<file path="src/rtl/ofdm_cp_inserter_if.sv">
// Stream bundle between the IFFT source, the CP inserter and the DAC-side sink.
// The slave modport is the inserter's view; master is the surrounding environment.
interface ofdm_cp_inserter_if #(
    parameter int DW = 16
);
    logic          in_valid;
    logic          in_ready;
    logic          in_sop;
    logic          in_eop;
    logic [1:0]    in_error;
    logic [DW-1:0] in_real;
    logic [DW-1:0] in_imag;
    logic          out_valid;
    logic          out_ready;
    logic          out_sop;
    logic          out_eop;
    logic [DW-1:0] out_real;
    logic [DW-1:0] out_imag;

    modport slave (
        input  in_valid, in_sop, in_eop, in_error, in_real, in_imag, out_ready,
        output in_ready, out_valid, out_sop, out_eop, out_real, out_imag
    );

    modport master (
        output in_valid, in_sop, in_eop, in_error, in_real, in_imag, out_ready,
        input  in_ready, out_valid, out_sop, out_eop, out_real, out_imag
    );
endinterface

</file>
<file path="src/rtl/ofdm_cp_inserter.sv">
// Cyclic-prefix inserter: ping-pong frame store fed by the IFFT, emits the last CP
// samples followed by the whole frame with its own sop/eop framing.
//
// state  | meaning
// IDLE   | no full bank at rd_bank, output side waiting
// PREFIX | emitting samples N-CP..N-1 of the current bank
// BODY   | emitting samples 0..N-1 of the current bank
module ofdm_cp_inserter #(
    parameter int DW = 16,
    parameter int N  = 8,
    parameter int CP = 2,
    parameter int AW = 3
) (
    input  logic                 clk,
    input  logic                 reset_n,
    ofdm_cp_inserter_if.slave    bus,
    output logic                 frame_err,
    output logic [15:0]          frames_out
);
    localparam logic [AW-1:0] LAST_IDX  = AW'(N - 1);
    localparam logic [AW-1:0] PFX_START = AW'(N - CP);

    typedef enum logic [1:0] {IDLE, PREFIX, BODY} rd_state_e;

    logic [DW-1:0] mem_re [0:2*N-1];
    logic [DW-1:0] mem_im [0:2*N-1];

    logic [1:0]    bank_full_q, bank_full_d;
    logic          wr_bank_q, wr_bank_d;
    logic          rd_bank_q, rd_bank_d;
    logic [AW-1:0] wr_idx_q, wr_idx_d;
    logic [AW-1:0] rd_idx_q, rd_idx_d;
    logic          poison_q, poison_d;
    logic          in_ready_q, in_ready_d;
    logic          frame_err_q, frame_err_d;
    logic [15:0]   frames_q, frames_d;
    rd_state_e     state_q, state_d;

    logic          out_valid_q, out_valid_d;
    logic          out_sop_q, out_sop_d;
    logic          out_eop_q, out_eop_d;
    logic [DW-1:0] out_real_q, out_real_d;
    logic [DW-1:0] out_imag_q, out_imag_d;

    logic          accept;
    logic          mem_we;
    logic [AW:0]   mem_waddr;
    logic [AW:0]   mem_raddr;
    logic          set_full;
    logic          clr_full;
    logic          load;
    logic          beat_take;
    logic          other_full;

    assign accept    = bus.in_valid & in_ready_q;
    assign load      = ~out_valid_q | bus.out_ready;
    assign beat_take = load & (state_q != IDLE);
    assign mem_raddr = {rd_bank_q, rd_idx_q};

    // Write side: frame validation and bank filling
    always_comb begin
        wr_idx_d    = wr_idx_q;
        wr_bank_d   = wr_bank_q;
        poison_d    = poison_q;
        set_full    = 1'b0;
        frame_err_d = 1'b0;
        mem_we      = 1'b0;
        mem_waddr   = {wr_bank_q, wr_idx_q};
        if (accept) begin
            if (bus.in_sop) begin
                frame_err_d = (wr_idx_q != '0);
                mem_we      = 1'b1;
                mem_waddr   = {wr_bank_q, {AW{1'b0}}};
                wr_idx_d    = AW'(1);
                poison_d    = |bus.in_error;
            end else if (wr_idx_q == '0) begin
                frame_err_d = 1'b1;
            end else if (wr_idx_q == LAST_IDX) begin
                wr_idx_d = '0;
                if (bus.in_eop) begin
                    mem_we = 1'b1;
                    if (poison_q) begin
                        frame_err_d = 1'b1;
                    end else begin
                        set_full  = 1'b1;
                        wr_bank_d = ~wr_bank_q;
                    end
                end else begin
                    frame_err_d = 1'b1;
                end
            end else if (bus.in_eop) begin
                frame_err_d = 1'b1;
                wr_idx_d    = '0;
            end else begin
                mem_we   = 1'b1;
                wr_idx_d = wr_idx_q + AW'(1);
            end
        end
    end

    // A bank filled this very cycle still counts, so back-to-back frames never bubble
    assign other_full = bank_full_q[~rd_bank_q] | (set_full & (wr_bank_q == ~rd_bank_q));

    always_comb begin
        state_d  = state_q;
        rd_idx_d = rd_idx_q;
        rd_bank_d = rd_bank_q;
        clr_full = 1'b0;
        frames_d = frames_q;
        case (state_q)
            IDLE: begin
                if (bank_full_q[rd_bank_q]) begin
                    state_d  = PREFIX;
                    rd_idx_d = PFX_START;
                end
            end
            PREFIX: begin
                if (beat_take) begin
                    if (rd_idx_q == LAST_IDX) begin
                        state_d  = BODY;
                        rd_idx_d = '0;
                    end else begin
                        rd_idx_d = rd_idx_q + AW'(1);
                    end
                end
            end
            BODY: begin
                if (beat_take) begin
                    if (rd_idx_q == LAST_IDX) begin
                        clr_full  = 1'b1;
                        rd_bank_d = ~rd_bank_q;
                        frames_d  = frames_q + 16'd1;
                        if (other_full) begin
                            state_d  = PREFIX;
                            rd_idx_d = PFX_START;
                        end else begin
                            state_d  = IDLE;
                            rd_idx_d = '0;
                        end
                    end else begin
                        rd_idx_d = rd_idx_q + AW'(1);
                    end
                end
            end
            default: begin
                state_d  = IDLE;
                rd_idx_d = '0;
            end
        endcase
    end

    always_comb begin
        bank_full_d = bank_full_q;
        if (clr_full) bank_full_d[rd_bank_q] = 1'b0;
        if (set_full) bank_full_d[wr_bank_q] = 1'b1;
        in_ready_d = ~bank_full_d[wr_bank_d];
    end

    always_comb begin
        out_valid_d = out_valid_q;
        out_sop_d   = out_sop_q;
        out_eop_d   = out_eop_q;
        out_real_d  = out_real_q;
        out_imag_d  = out_imag_q;
        if (load) begin
            out_valid_d = (state_q != IDLE);
            out_sop_d   = (state_q == PREFIX) && (rd_idx_q == PFX_START);
            out_eop_d   = (state_q == BODY) && (rd_idx_q == LAST_IDX);
            if (state_q != IDLE) begin
                out_real_d = mem_re[mem_raddr];
                out_imag_d = mem_im[mem_raddr];
            end
        end
    end

    always_ff @(posedge clk) begin
        if (!reset_n) begin
            bank_full_q <= '0;
            wr_bank_q   <= 1'b0;
            rd_bank_q   <= 1'b0;
            wr_idx_q    <= '0;
            rd_idx_q    <= '0;
            poison_q    <= 1'b0;
            in_ready_q  <= 1'b0;
            frame_err_q <= 1'b0;
            frames_q    <= '0;
            state_q     <= IDLE;
            out_valid_q <= 1'b0;
            out_sop_q   <= 1'b0;
            out_eop_q   <= 1'b0;
            out_real_q  <= '0;
            out_imag_q  <= '0;
        end else begin
            bank_full_q <= bank_full_d;
            wr_bank_q   <= wr_bank_d;
            rd_bank_q   <= rd_bank_d;
            wr_idx_q    <= wr_idx_d;
            rd_idx_q    <= rd_idx_d;
            poison_q    <= poison_d;
            in_ready_q  <= in_ready_d;
            frame_err_q <= frame_err_d;
            frames_q    <= frames_d;
            state_q     <= state_d;
            out_valid_q <= out_valid_d;
            out_sop_q   <= out_sop_d;
            out_eop_q   <= out_eop_d;
            out_real_q  <= out_real_d;
            out_imag_q  <= out_imag_d;
        end
    end

    // Sample store carries no reset; stale contents are never read before being written
    always_ff @(posedge clk) begin
        if (mem_we) begin
            mem_re[mem_waddr] <= bus.in_real;
            mem_im[mem_waddr] <= bus.in_imag;
        end
    end

    assign bus.in_ready  = in_ready_q;
    assign bus.out_valid = out_valid_q;
    assign bus.out_sop   = out_sop_q;
    assign bus.out_eop   = out_eop_q;
    assign bus.out_real  = out_real_q;
    assign bus.out_imag  = out_imag_q;
    assign frame_err     = frame_err_q;
    assign frames_out    = frames_q;
endmodule

</file>
<file path="src/flat_wrapper.sv">
// flat-port wrapper written by rule: the top's interface ports become plain ports
module ofdm_cp_inserter_flat 
#(
    parameter int DW = 16,
    parameter int N  = 8,
    parameter int CP = 2,
    parameter int AW = 3
)
  (clk, reset_n, frame_err, frames_out, bus_in_valid, bus_in_sop, bus_in_eop, bus_in_error, bus_in_real, bus_in_imag, bus_out_ready, bus_in_ready, bus_out_valid, bus_out_sop, bus_out_eop, bus_out_real, bus_out_imag);
  ofdm_cp_inserter_if #(.DW(DW)) bus_i ();
  input  logic clk;
  input  logic reset_n;
  output logic frame_err;
  output logic [15:0] frames_out;
  input wire logic [$bits(bus_i.in_valid)-1:0] bus_in_valid;
  input wire logic [$bits(bus_i.in_sop)-1:0] bus_in_sop;
  input wire logic [$bits(bus_i.in_eop)-1:0] bus_in_eop;
  input wire logic [$bits(bus_i.in_error)-1:0] bus_in_error;
  input wire logic [$bits(bus_i.in_real)-1:0] bus_in_real;
  input wire logic [$bits(bus_i.in_imag)-1:0] bus_in_imag;
  input wire logic [$bits(bus_i.out_ready)-1:0] bus_out_ready;
  output wire logic [$bits(bus_i.in_ready)-1:0] bus_in_ready;
  output wire logic [$bits(bus_i.out_valid)-1:0] bus_out_valid;
  output wire logic [$bits(bus_i.out_sop)-1:0] bus_out_sop;
  output wire logic [$bits(bus_i.out_eop)-1:0] bus_out_eop;
  output wire logic [$bits(bus_i.out_real)-1:0] bus_out_real;
  output wire logic [$bits(bus_i.out_imag)-1:0] bus_out_imag;
  assign bus_i.in_valid = bus_in_valid;
  assign bus_i.in_sop = bus_in_sop;
  assign bus_i.in_eop = bus_in_eop;
  assign bus_i.in_error = bus_in_error;
  assign bus_i.in_real = bus_in_real;
  assign bus_i.in_imag = bus_in_imag;
  assign bus_i.out_ready = bus_out_ready;
  assign bus_in_ready = bus_i.in_ready;
  assign bus_out_valid = bus_i.out_valid;
  assign bus_out_sop = bus_i.out_sop;
  assign bus_out_eop = bus_i.out_eop;
  assign bus_out_real = bus_i.out_real;
  assign bus_out_imag = bus_i.out_imag;
  ofdm_cp_inserter #(.DW(DW), .N(N), .CP(CP), .AW(AW)) u_core (.clk(clk), .reset_n(reset_n), .bus(bus_i), .frame_err(frame_err), .frames_out(frames_out));
endmodule
</file>
<file path="config.mk">
export PLATFORM = sky130hd
export DESIGN_NAME = ofdm_cp_inserter_flat
export DESIGN_NICKNAME = d
export VERILOG_FILES = /design/src/rtl/ofdm_cp_inserter_if.sv /design/src/rtl/ofdm_cp_inserter.sv /design/src/flat_wrapper.sv
export SDC_FILE = /design/constraint.sdc
export NUM_CORES = 1
export LEC_CHECK = 0
export CAP_MARGIN = 20
export CORE_ASPECT_RATIO = 0.6
export CORE_MARGIN = 2
export CORE_UTILIZATION = 45
export CTS_CLUSTER_SIZE = 10
export DETAILED_ROUTE_END_ITERATION = 6
export HOLD_SLACK_MARGIN = 0.08
export PLACE_DENSITY_LB_ADDON = 0.3
export RECOVER_POWER = 25
export SYNTH_ARGS = -nofsm -noshare
export SYNTH_HDL_FRONTEND = slang
export SYNTH_SLANG_ARGS = --single-unit
</file>
<file path="constraint.sdc">
create_clock -name clk -period 3.9 [get_ports clk]
set_input_delay 0.39 -clock clk [delete_from_list [all_inputs] [get_ports clk]]
set_output_delay 0.39 -clock clk [all_outputs]
set_load 0.005 [all_outputs]
</file>
* Word-level counts from Yosys, hierarchy flattened *
Memories as Yosys holds them, arrays and structs flattened. A register that Yosys moved wholly into a read port is not among the register bits.
Cells that the tools add are included.

storage, ports and cells
  register bits = 34
  memory bits (writable) = 512
  bits of input ports = 40
  output and inout port bits = 53
  memories kept = 2

operators by class
  add/sub/neg operators = 3
  magnitude comparators = 6
  eq/ne operators = 12
  multiplexer cells = 60
  bitwise gates (word level) = 12
  reduce and logical (&&, ||, !) cells = 18

memory list
  name           depth  bits a word  rd ports  clocked after Yosys merged registers in  wr ports  line                    text
  u_core.mem_im  16     16           1         1                                        1         ofdm_cp_inserter.sv:26  logic [DW-1:0] mem_im [0:2*N-1];
  u_core.mem_re  16     16           1         1                                        1         ofdm_cp_inserter.sv:25  logic [DW-1:0] mem_re [0:2*N-1];

operators by type and width
  cell                                                                   count
  1-bit 2-to-1 mux                                                       37
  3-bit 2-to-1 mux                                                       12
  16-bit by 1-bit adder with 16-bit output (second input constant)       1
  2-bit 2-to-1 mux                                                       7
  3-bit == test (second input constant)                                  3
  3-bit case mux with 3 select lines                                     1
  1-bit by 2-bit < comparator with 1-bit output (second input constant)  4
  2-bit AND reduction                                                    4
  3-bit by 1-bit adder with 3-bit output (second input constant)         2
  2-bit by 1-bit != test with 1-bit output (second input constant)       3
  2-bit != test (second input constant)                                  3
  2-bit case mux with 3 select lines                                     1
  3-bit AND reduction                                                    2
  5-bit AND reduction                                                    1
  1-bit logical AND                                                      4
  1-bit inverter                                                         4
  1-bit bitwise AND                                                      3
  3-bit zero test                                                        1
  3-bit nonzero test                                                     1
  2-bit bitwise AND                                                      1
  1-bit demux with 1-bit select                                          2
  2-bit by 1-bit == test with 1-bit output (second input constant)       1
  2-bit == test (second input constant)                                  1
  1-bit >= comparator (second input constant)                            2
  other kinds (8)                                                        10

* Logic depth before layout (Yosys ltp) *
  depth after elaboration = 12
  gate-level depth with buffers = 9
  mapped depth without buffers = 6

* Worst setup path before layout *
No wires, ideal clock.

  kind = register to register
  start = reg u_core.wr_idx_q[0]
  end = mem u_core.mem_im[0][0] (enable)
  setup time = 0.421 ns
  arrival time = 2.743 ns
  required time = 3.479 ns
  slack = 0.736 ns
  cell stages (with the launch flop) = 7
  path buffers = 0
  clock period less this slack = 3.164 ns
  path through = dfxtp_1 -> ha_1 -> ha_1 -> xor2_1 -> o41ai_1 -> nand2b_1 -> nor2_1

on the way
  longest elaborated chain between the ends = 7
  elaborated cells between the ends (all ways) = 10
  those cells by class = eq/ne: 1; mux: 8; reduce/logical: 1

ends and longest elaborated chain
  item                                    line                     text
  start: declaration                      ofdm_cp_inserter.sv:31   logic [AW-1:0] wr_idx_q, wr_idx_d;
  start signal: assignment                ofdm_cp_inserter.sv:197  wr_idx_q <= wr_idx_d;
  3-bit == test                           ofdm_cp_inserter.sv:78   end else if (wr_idx_q == LAST_IDX) begin
  1-bit 2-to-1 mux                        ofdm_cp_inserter.sv:78
  1-bit 2-to-1 mux                        ofdm_cp_inserter.sv:76   end else if (wr_idx_q == '0) begin
  1-bit 2-to-1 mux                        ofdm_cp_inserter.sv:70   if (bus.in_sop) begin
  1-bit 2-to-1 mux                        ofdm_cp_inserter.sv:69   if (accept) begin
  1-bit 2-to-1 mux                        ofdm_cp_inserter.sv:214  if (mem_we) begin
  1-bit 2-to-1 mux (implied by the code)  ofdm_cp_inserter.sv:216  mem_im[mem_waddr] <= bus.in_imag;
  end: declaration                        ofdm_cp_inserter.sv:26

Parallel ways exist; a longest one is shown, timed or not.

* Worst setup path in the final report *
  start = reg u_core.wr_idx_q[0]
  end = mem u_core.mem_im[13][13] (enable)

The elaborated chain is that of the path after synthesis.

==> impl_metrics.toml <==
[global_routing]
grt_pass1_wl_um = 73240
antenna_found_initial = 2
first_global_vias = 11240
grt_max_degree = 131
grt_overflow_total = 0
use_met3_pct = 4.347
use_met1_pct = 31.11
grt_use_met2_pct = 28.46
grtUsageTotal_pct = 19.90
grt_busiest_layer = "met1"

[power_and_ir_drop]
combPwrFrac_pct = 1.6
p_clk_share_pct = 44.8
p_seq_share_pct = 53.6
p_sw_mw = 2.495
swShare_pct = 19.79
power_per_cell_area_nw_per_um2 = 485.4
max-vdd-ir-drop_mv = 0.3833
leakagePower_nw = 7.777
p_int_mw = 10.11

[critical_path]
endpoint_kind = "flop"
r2r-start = "u_core.wr_idx_q[0]$_SDFFE_PN0P_"
cp_cell_sequence = "ha_1, ha_1, xor2_1, nor4b_1, nand2_1, nor2_4, buf_12"
arrival_ns = 3.11
crit_fanout = 21
cpMostUsedCell = "ha_1"
crit_slowest_cell = "nor2_4"
criticalPathCategory = "flop to flop"
crit_family = "simple AND/OR/NAND/NOR gates"
cp-startpoint = "u_core.wr_idx_q[0]$_SDFFE_PN0P_"
start_kind = "flop"
max_stage_delay_ns = 0.49
cp_num_buf_inv = 1
crit_required_ns = 4.17

[synthesis]
ys_ff_latch = 578
synth_cell_types = 57
ys_top_cells_by_area = "edfxtp_1 (70%), mux4_2 (13%), dfxtp_1 (6.0%), mux2i_1 (1.6%), o211ai_1 (1.2%)"
avgSynthCellArea_um2 = 20.11
synth_area_um2 = 21980
synthArstFlopShare_pct = 0
netlist_instances = 1093
seq_area_frac_synth_pct = 75.95
synth_edf_count = 512
yosysWarnings = 0
synth_top_area_share_pct = 69.94
synth_nets = 1140
yosys.area.top_type = "edfxtp_1"
ys.flop_type = "edfxtp_1"

[placed_design]
io_buffers = 92
place_ws_ns = 0.8686
gp_congestion = 0.7990
dpl.hpwl_um = 28930

[floorplan]
die_w_um = 289.3
die_area_um2 = 50690
row_count = 62
core_area_um2 = 48020
initial_core_util_pct = 45.78
num_io_pins = 93
die_height_um = 175.2

[timing]
max_slew_margin_pct = 27.93
tightest_slew_ns = 1.081
slew_violations = 0
post-route-period-util_pct = 72.77
finalHoldViolations = 0
fin_tns_setup_ns = 0
setup_violations = 0
rsz0062_at_grt = "no"
clock.fmax_mhz = 352.4
fin_worst_skew_ns = 0.01778
fin_crit_ns = 2.838
finalWorstSetupSlack_ns = 1.062

[cts]
post-cts-setup-buffers = 0
clockBufferDepth = 3
ctsResizeCount = 0
cts_hold_buf = 0
clock_latency_ns = 0.58
root_buffer = "clkbuf_16"
cts_buffers = 67
htree_levels = 3
cts_num_sinks = 578
clk_pin_slew_ns = 0.06
cts_tree = "built"

[routing]
drt_iter0_markers = 1148
drtAntennaViolNets = 0
firstDrtPassIters = 5
dr_total_vias = 11153
via_per_inst = 5.833
wl_per_cell_um = 25.70
drt_wl_total_um = 49130
drc = 0

[final_layout]
antenna_cells = 0
fillers = 3601
fin_nets = 1270
drive_above_1_share_pct = 20.13
area_delta_synth_final_pct = 18.15

[run]
maxCapViolations = 0

[hold_path]
hold_path_class = "flop to flop"
hold_start = "u_core.bus.out_eop$_SDFFE_PN0N_"

[status]
outcome = "finished clean"
==> through the flow <==
stage | instance area [µm²] | instances | power (mW) | hold slack, ns | util [%]
floorplan | 21980 | 1093 | 6.930 | 0.4483 | -
global placement | 24020 | 1794 | 7.089 | 0.4449 | 50.03
detailed placement | 24020 | 1794 | 7.098 | 0.4555 | 50.03
CTS | 25970 | 1912 | 12.72 | 0.4631 | 54.09
global route | 25970 | 1912 | 12.98 | 0.4858 | 54.09
finish | 25970 | 1912 | 12.61 | 0.4635 | 54.09
==> layout make-up <==
cell class	instances	area (µm²)	area share [%]
Tap cell	640	800.8	3.083
Inverter	13	48.80	0.1879
Multi-Input combinational cell	443	5124	19.73
Clock inverter	5	58.81	0.2264
Clock buffer	113	1892	7.284
Sequential cell	578	16700	64.32
Timing Repair Buffer	120	1344	5.174
==> metal layers <==
layer	vias up	share of wire [%]
met4	0	1.7
li1	4805	-
met1	5902	47
met3	62	6.9
met5	-	0
met2	384	44
==> synthesized netlist by cell type, types with 3 or more instances <==
cell type / n
a21oi_1: 18
a22oi_1: 32
and2_1: 3
and4_1: 3
buf_2: 14
clkbuf_1: 40
dfxtp_1: 66
edfxtp_1: 512
ha_1: 7
inv_1: 12
mux2i_1: 35
mux4_2: 128
nand2_1: 48
nand2b_1: 7
nand3_1: 12
nand4_1: 5
nor2_1: 33
nor2b_1: 3
nor4_1: 4
o211ai_1: 34
o21a_1: 4
o21ai_0: 10
o31ai_1: 4
o41ai_1: 3
or3_1: 5
or4_1: 8
xor2_1: 5
==> power groups by stage <==
stage | Combinational [mW] | Clock (mW) | Sequential, mW
final | 0.208 | 5.64 | 6.76
after global routing | 0.226 | 6.00 | 6.75
after CTS | 0.213 | 5.75 | 6.76
after detailed placement | 0.213 | 0 | 6.88
after global placement | 0.205 | 0 | 6.88
after floorplan | 0.0457 | 0 | 6.88
==> flip-flops by register name, indices dropped and copies added, names as in the netlist <==
register and flops:
u_core.bus.out_real 16, u_core.wr_bank_q 1, u_core.bus.out_eop 1, u_core.bus.out_sop 1, u_core.bank_full_q 2, u_core.rd_idx_q 3
u_core.bus.out_imag 16, u_core.state_q 2, u_core.bus.out_valid 1, u_core.mem_im 256, u_core.wr_idx_q 3, u_core.poison_q 1
u_core.mem_re 256, u_core.rd_bank_q 1, u_core.frames_out 16, u_core.frame_err 1, u_core.bus.in_ready 1
==> cells by family after synthesis <==
family	count (synthesis)	share of synthesized area [%]
AOI/OAI and AO/OA	124	4.041
buffers and inverters	72	1.366
DFF	578	75.95
and+or+nand+nor	142	3.256
xor gates and xnor gates	7	0.2789
muxes	163	14.71
adders and majority gates	7	0.3984
==> path summary, 6_finish.rpt <==
check                                                  endpoint  cells past startpoint  slack (ns)
worst max-delay path            u_core.mem_im[13][13]$_DFFE_PP_                      7        1.06
worst min-delay path            u_core.bus.out_eop$_SDFFE_PN0N_                      2        0.46
worst max register to register  u_core.mem_im[13][13]$_DFFE_PP_                      7        1.06
worst min register to register  u_core.bus.out_eop$_SDFFE_PN0N_                      2        0.46
==> worst min-delay path: stages (launching register included) <==
cell and delay (ns):
dfxtp_1 0.31, nand2_1 0.05, a21oi_1 0.05
==> layout by cell type (no fill, tap or decap), types with 4 or more instances in the layout <==
master,count
edfxtp_1,512
ha_1,7
or4_1,7
clkbuf_16,69
or3_1,5
nand2b_1,7
buf_4,11
clkdlybuf4s50_1,72
inv_1,12
o21ai_0,10
nand3_1,12
buf_12,17
mux4_2,128
a21oi_1,18
nand2_1,48
dlygate4sd3_1,20
mux2i_1,35
clkbuf_1,44
a22oi_1,32
nor2_1,17
dfxtp_1,63
o211ai_1,34
xor2_1,5
nand4_1,5
o31ai_1,4
nor2_4,16
No activity file was read; power rests on OpenSTA's default activity.
